File: config.mk
export PLATFORM = sky130hd
export DESIGN_NAME = load_queue_fu
export DESIGN_NICKNAME = d
export VERILOG_FILES = /design/src/rtl/load_queue_fu_pkg.sv /design/src/rtl/load_extend.sv /design/src/rtl/load_queue_fu.sv
export SDC_FILE = /design/constraint.sdc
export NUM_CORES = 1
export LEC_CHECK = 0
export BUFFER_PORTS_ARGS = -buffer_cell sky130_fd_sc_hd__buf_4
export CAP_MARGIN = 20
export CORE_MARGIN = 4
export CORE_UTILIZATION = 26
export DETAILED_ROUTE_END_ITERATION = 8
export PLACE_DENSITY = 0.48
export SYNTH_ARGS = -nofsm -noshare
export SYNTH_HDL_FRONTEND = slang
export SYNTH_SLANG_ARGS = --single-unit
File: constraint.sdc
create_clock -name clock -period 7.8 [get_ports clock]
set_input_delay 1.56 -clock clock [delete_from_list [all_inputs] [get_ports clock]]
set_output_delay 1.56 -clock clock [all_outputs]
set_load 0.02 [all_outputs]
File: src/rtl/load_queue_fu_pkg.sv
// Shared types for the in-order load queue: memory size encoding, entry state and entry layout.
// Also provides the RV32 I-immediate sign-extension macro used at address generation.
`ifndef LOAD_QUEUE_FU_PKG_SV
`define LOAD_QUEUE_FU_PKG_SV

`define RV32_signext_Iimm(inst) {{20{inst[31]}}, inst[31:20]}

package load_queue_fu_pkg;

  localparam int LQ_XLEN      = 32;
  localparam int LQ_ROB_TAG_W = 5;

  typedef enum logic [1:0] {
    BYTE   = 2'd0,
    HALF   = 2'd1,
    WORD   = 2'd2,
    DOUBLE = 2'd3
  } MEM_SIZE;

  typedef enum logic [1:0] {
    LQ_EMPTY = 2'd0,
    LQ_WAIT  = 2'd1,
    LQ_DONE  = 2'd2
  } LQ_STATE;

  typedef struct packed {
    LQ_STATE                   state;
    logic [LQ_ROB_TAG_W-1:0]   rob_tag;
    logic [LQ_XLEN-1:0]        addr;
    logic [2:0]                funct3;
    logic [LQ_XLEN-1:0]        value;
  } LQ_ENTRY;

  function automatic logic [2:0] load_funct3(input logic [31:0] inst);
    return inst[14:12];
  endfunction

endpackage

`endif

File: src/rtl/load_extend.sv
// Combinational load-data extension: selects byte/half/word by funct3[1:0] and
// zero-extends (funct3[2]=1) or sign-extends (funct3[2]=0) to XLEN.
module load_extend
  import load_queue_fu_pkg::*;
#(
  parameter int XLEN = 32
) (
  input  logic [XLEN-1:0] i_data,
  input  logic [2:0]      i_funct3,
  output logic [XLEN-1:0] o_value
);

  logic w_zext;
  assign w_zext = i_funct3[2];

  // Size select and extension; DOUBLE is not a legal RV32 load and passes raw data.
  always_comb begin
    o_value = i_data;
    case (MEM_SIZE'(i_funct3[1:0]))
      BYTE: begin
        if (w_zext) begin
          o_value = {{(XLEN-8){1'b0}}, i_data[7:0]};
        end else begin
          o_value = {{(XLEN-8){i_data[7]}}, i_data[7:0]};
        end
      end
      HALF: begin
        if (w_zext) begin
          o_value = {{(XLEN-16){1'b0}}, i_data[15:0]};
        end else begin
          o_value = {{(XLEN-16){i_data[15]}}, i_data[15:0]};
        end
      end
      WORD:    o_value = i_data;
      default: o_value = i_data;
    endcase
  end

endmodule

File: src/rtl/load_queue_fu.sv
// In-order multi-entry load unit: allocate at tail, issue one memory request at a time
// from iss, retire extended results from head through a done/ack handshake.
module load_queue_fu
  import load_queue_fu_pkg::*;
#(
  parameter int XLEN      = 32,
  parameter int DEPTH     = 4,
  parameter int ROB_TAG_W = 5
) (
  input  logic                 clock,
  input  logic                 reset,
  input  logic                 squash,
  input  logic                 in_valid,
  output logic                 in_ready,
  input  logic [ROB_TAG_W-1:0] in_rob_tag,
  input  logic [XLEN-1:0]      in_rs1,
  input  logic [31:0]          in_inst,
  output logic                 mem_req,
  output logic [XLEN-1:0]      mem_addr,
  output logic [1:0]           mem_size,
  input  logic                 mem_ack,
  input  logic [XLEN-1:0]      mem_data,
  output logic                 out_done,
  output logic [ROB_TAG_W-1:0] out_rob_tag,
  output logic [XLEN-1:0]      out_value,
  input  logic                 out_ack
);

  localparam int PTR_W = $clog2(DEPTH);
  localparam logic [PTR_W:0] CNT_FULL = (PTR_W+1)'(DEPTH);

  LQ_ENTRY          r_entry [DEPTH];
  logic [PTR_W-1:0] r_tail;
  logic [PTR_W-1:0] r_iss;
  logic [PTR_W-1:0] r_head;
  logic [PTR_W:0]   r_count;

  logic             w_accept;
  logic             w_mem_fire;
  logic             w_retire;
  logic [XLEN-1:0]  w_addr;
  logic [XLEN-1:0]  w_ext_value;
  logic [2:0]       w_funct3;
  logic             w_unused_inst;

  assign w_unused_inst = ^{in_inst[31:20], in_inst[19:15], in_inst[11:0]} & 1'b0;
  assign w_funct3      = load_funct3(in_inst);
  assign w_addr        = in_rs1 + `RV32_signext_Iimm(in_inst);

  // in_ready looks only at the registered count, so a same-cycle retire never frees a slot early.
  assign in_ready   = (r_count < CNT_FULL);
  assign w_accept   = in_valid && in_ready && !squash;
  assign mem_req    = (r_entry[r_iss].state == LQ_WAIT) && !squash;
  assign mem_addr   = r_entry[r_iss].addr;
  assign mem_size   = r_entry[r_iss].funct3[1:0];
  assign w_mem_fire = mem_req && mem_ack;

  assign out_done    = (r_entry[r_head].state == LQ_DONE);
  assign out_rob_tag = r_entry[r_head].rob_tag;
  assign out_value   = r_entry[r_head].value;
  assign w_retire    = out_done && out_ack && !squash;

  load_extend #(.XLEN(XLEN)) u_load_extend (
    .i_data   (mem_data),
    .i_funct3 (r_entry[r_iss].funct3),
    .o_value  (w_ext_value)
  );

  // Entry array, pointers and occupancy; tail, iss and head slots never coincide when written.
  always_ff @(posedge clock) begin
    if (reset || squash) begin
      for (int i = 0; i < DEPTH; i++) begin
        r_entry[i] <= '0;
      end
      r_tail  <= '0;
      r_iss   <= '0;
      r_head  <= '0;
      r_count <= '0;
    end else begin
      if (w_accept) begin
        r_entry[r_tail].state   <= LQ_WAIT;
        r_entry[r_tail].rob_tag <= in_rob_tag;
        r_entry[r_tail].addr    <= w_addr;
        r_entry[r_tail].funct3  <= w_funct3;
        r_entry[r_tail].value   <= '0;
        r_tail                  <= r_tail + PTR_W'(1);
      end
      if (w_mem_fire) begin
        r_entry[r_iss].state <= LQ_DONE;
        r_entry[r_iss].value <= w_ext_value;
        r_iss                <= r_iss + PTR_W'(1);
      end
      if (w_retire) begin
        r_entry[r_head].state <= LQ_EMPTY;
        r_head                <= r_head + PTR_W'(1);
      end
      case ({w_accept, w_retire})
        2'b10:   r_count <= r_count + (PTR_W+1)'(1);
        2'b01:   r_count <= r_count - (PTR_W+1)'(1);
        default: r_count <= r_count;
      endcase
    end
  end

endmodule

; ---- Word-level counts from Yosys, hierarchy flattened
; Memory sizes are Yosys's and may differ from the RTL's. A register that Yosys moved wholly into a read port is not among the register bits.
; Index checks and enable logic that the tools add are counted.
; Widths: inputs -> output; s select.
[word_totals]
ff_bits = 9
ramBits = 296
in_bits = 107
output_inout_bits = 74
elab_cells = 58
memories = 1
[op_classes]
add_sub_neg = 6
magnitude_cmp = 1
n_eq_ne = 5
n_mux = 28
n_reduce_logical = 13
[mem_list]
columns = memory, depth, width, rd, rd_clocked_by_memory_dff, write_ports, line
row1 = r_entry, 4, 74, 2, 2, 4, load_queue_fu.sv:32  ; LQ_ENTRY r_entry [DEPTH];
[op_table]
columns = op, count
row1 = $mux 74, 3
row2 = $reduce_or 74->1, 3
row3 = $mux 32, 2
row4 = $pmux 32 s2, 1
row5 = $add 32x32->32, 1
row6 = $mux 2, 9
row7 = $mux 1, 12
row8 = $add 2x1->2 const B, 3
row9 = $eq 2x1->1 const B, 3
row10 = $logic_and 1x1->1, 6
row11 = $pmux 3 s2, 1
row12 = $eq 2x2->1 const B, 2
row13 = $add 3x1->3 const B, 1
row14 = $lt 3x3->1 const B, 1
row15 = $sub 3x1->3 const B, 1
row16 = $logic_not 2->1, 1
row17 = $reduce_bool 2->1, 1
row18 = $logic_not 1->1, 1
row19 = $logic_or 1x1->1, 1

; ---- Longest topological paths before layout
[logic_depth]
word_depth = 8
ltp_mapped = 10
mapped_depth_nobuf = 10

; ---- Cells and area by module
; A second synthesis with hierarchy kept.
[hier_totals]
cells_unflattened = 1170
hier_area_um2 = 15284.7
[modules_own_cells]
columns = module, n_inst, cells_per_inst, area_each_um2, seq_area_each_um2
row1 = load_queue_fu, 1, 1103, 14929.3, 9068.7
row2 = load_extend, 1, 67, 355.3, 0.0

; ---- Least setup slack after synthesis
; Ideal clock, no wire load.
[synth_path]
path_kind = input-to-reg
from = input port in_valid
to = memory r_entry[1][32] in the netlist's numbering, enable pin
setup_ns = 0.398
arrival_ns = 3.693
required_ns = 7.402
setup_slack_ns = 3.709
path_stages = 8
n_path_buf = 2
cell_sequence = nor2b_1 -> and2_1 -> nand2b_1 -> buf_2 -> nor2_1 -> nand2_1 -> buf_2 -> nand2_1
[synth_rtl]
columns = element, line
row1 = from (decl), load_queue_fu.sv:13  ; input logic in_valid,
row2 = to (decl), load_queue_fu.sv:32

==> qor.txt <==
Status: finished, final reports clean
Post-Synth XOR/XNOR Area: 1.82%
CTS max path bufs: 3
CP Launch Type: flop
Crit path max-delay cell type: mux4_2
Element type at the critical path end: output port
GPL Wtd Cong: 0.882
Ys async rst share: 0%
Crit-path most repeated cell: buf_4
GR Util met2: 23.2%
Hold EP: r_entry[1][72]
Sink Count: 309
Vias per std cell: 4.69
CTS Buf Count: 35
Site row count: 88
Post-Synth Simple-Gate Area: 13.4%
Adder-Cell Fraction of Synth Area: 3.53%
Critical path type: flop to output port
Mapped Cells: 1150
DRT Pass-1 Iters: 5
Post-cts sizing count: 0
Antenna violations before repair: 2
Layout Skew: 0.0144 ns
Syn-to-layout area delta: 20.4%
Detailed-route via count: 9803
Most common cell after layout, fill and taps aside: edfxtp_1
#FFs+latches synth: 309
Die width: 251 um
Initial Util: 26.4%
Fin. max-slew vios: 0
Top Ports: 181
Complex-gate fraction of the synthesized area: 8.26%
Power density over the cells: 217 nW/um^2
RSZ-0062 raised after global routing: false
Critical-path cell list: buf_4, mux4_2, buf_4
Peak VDD IR: 0.121 mV
Net count of the mapped netlist: 1299
Tot Pwr: 4.00 mW
# diodes: 0
Post-layout net count: 1451
Root Driver: clkbuf_16
GRT Max-Usage Layer: met2
WP buf/inv: 2
Post-CTS setup buffers: 0
DRC Markers: 0
Die height: 251 um
Hold Slack: 0.474 ns
Delay of the slowest critical-path stage: 0.97 ns
Count of unique library cells instantiated by Yosys: 69
Congestion Overflow GR: 0
Crit path max fanout: 39
Reg2reg setup slack: 4.12 ns
YS warnings: 0
Worst-skew pair later-pin latency: 0.51 ns
Final setup fails: 0
Worst slew pin tran: 0.883 ns
Hold_sp: r_entry[1][72]
CTS tree: yes
Combinational family with the most area after synthesis: simple AND/OR/NAND/NOR gates
Gr usage total: 12.9%
Dpl cells: 2030
Final Cycle Share: 55.5%
Largest net degree at the start of global routing: 42
Proportion of layout cells with a drive suffix above 1: 29.3%
DPL Wire Length: 27300 um
WP data required: 6.24 ns
Peak Freq: 231 MHz
Sequential area share after synthesis: 59.2%
Min Tclk post-route: 4.33 ns
MaxCap Viol Count: 0
Post-Syn Area: 15300 um^2
Min-Delay Path Class: flop to flop
Final wirelength: 41900 um
DRT iter0 DRCs: 567
Crit path depth: 3
Met1 usage: 16.0%
Hold Fails Final Rpt: 0
Core Util, Final: 31.8%
Slew headroom: 41.1%
Worst path top cell family by delay: multiplexers
Detail Route Antenna Nets: 0
Hold Path Depth: 2
CORE AREA: 58000 um^2
Post-CTS Hold Fix Bufs: 0
Fin Setup TNS: 0 ns
Top FF cell, synth: edfxtp_1
Global-route wire length before repair: 63000 um
Most frequent cells in the layout: edfxtp_1, nor2_1, buf_4
Fin cells: 2091
Routed WL per cell: 20.0 um
Met3 global-route usage: 2.99%
Die area: 62900 um^2
FF-to-FF End: r_entry[1][4]
Reg clk slew, reported paths: 0.06 ns
Syn avg cell area: 13.3 um^2
Number of enable flip-flop cells after synthesis: 288
Vias in the first global route: 10300
Port Buffers: 163
Multiplexer share of the synthesized area: 10.9%
H-tree Lvls: 2
WP data arrival: 2.77 ns
R2r worst-path depth: 9
Leak: 7.15 nW
where the power goes:
group | internal (mW) | switching (mW)
Sequential | 1.89 | 0.0201
Combinational | 0.191 | 0.307
Clock | 0.961 | 0.635
cells by family (layout without fill, tap and decap cells):
logic type | count (synthesis) | count (layout)
AOI/OAI and AO/OA | 167 | 167
adders and majority gates | 42 | 42
xor gates and xnor gates | 31 | 31
muxes | 76 | 76
buffers and inverters | 102 | 278
DFF | 309 | 309
and+or+nand+nor | 423 | 423
worst max-delay path by stage:
stage,slack [ns],from,to
6_report,3.47,flop,mem_size[1]
2_1_floorplan,3.71,in_valid,r_entry[1][32]
4_1_cts,3.37,flop,mem_size[1]
3_5_place_dp,2.87,in_valid,r_entry[1][42]
5_1_grt,3.28,flop,mem_size[1]
3_3_place_gp,2.87,in_valid,r_entry[1][42]
per-layer routing:
layer	routed length [um]	share of wire, %
met3	2540	6.1
met2	21200	51
met5	24	0.057
met1	17400	42
met4	727	1.7
Yosys cell counts (7+ instances only):
cell      number  area (um^2)
edfxtp_1     288         8650
nor2_1       206          773
mux4_2        72         1620
a21oi_1       55          275
and3_1        49          307
ha_1          40          500
nor2_2        40          250
inv_1         35          131
nand2_1       35          131
and2_1        33          206
clkbuf_1      30          113
buf_2         29          145
dfxtp_1       21          420
xnor2_1       19          166
nand3_1       18         90.1
o21ai_0       17         85.1
a21o_1        14          105
xor2_1        11         96.3
a21boi_4      10          188
nor3_1        10         50.1
a211oi_1       7         52.6
a21boi_0       7         52.6
stage by stage:
step                      cell area, um^2  worst slack (ns)
after global placement              17300              2.87
after global routing                18400              3.28
after CTS                           18400              3.37
after detailed placement            17300              2.87
final                               18400              3.47
after floorplan                     15300              3.71
registers in the layout (all words and copies together) (netlist names), named ones only:
register,count
r_count,3
r_entry,296
r_head,2
r_iss,2
r_tail,2
layout make-up:
cell class	instances	area [um^2]
flip-flops and latches	309	9070
fillers	5825	39600
clock buffers	45	956
inverters	35	131
clock inverters	16	148
repair buffers	182	1370
multi-input cells	739	5820
well taps	765	957
worst reg2reg max path: stages, from the launching register on:
cell	delay, ns
dfxtp_2	0.31
buf_4	0.64
nand3b_1	0.19
o311ai_2	0.14
o311ai_2	0.23
nor2_2	0.12
buf_4	0.35
nand2_2	0.58
nand3_1	0.28
buf_4	0.47
(Power assumes the default switching activity.)
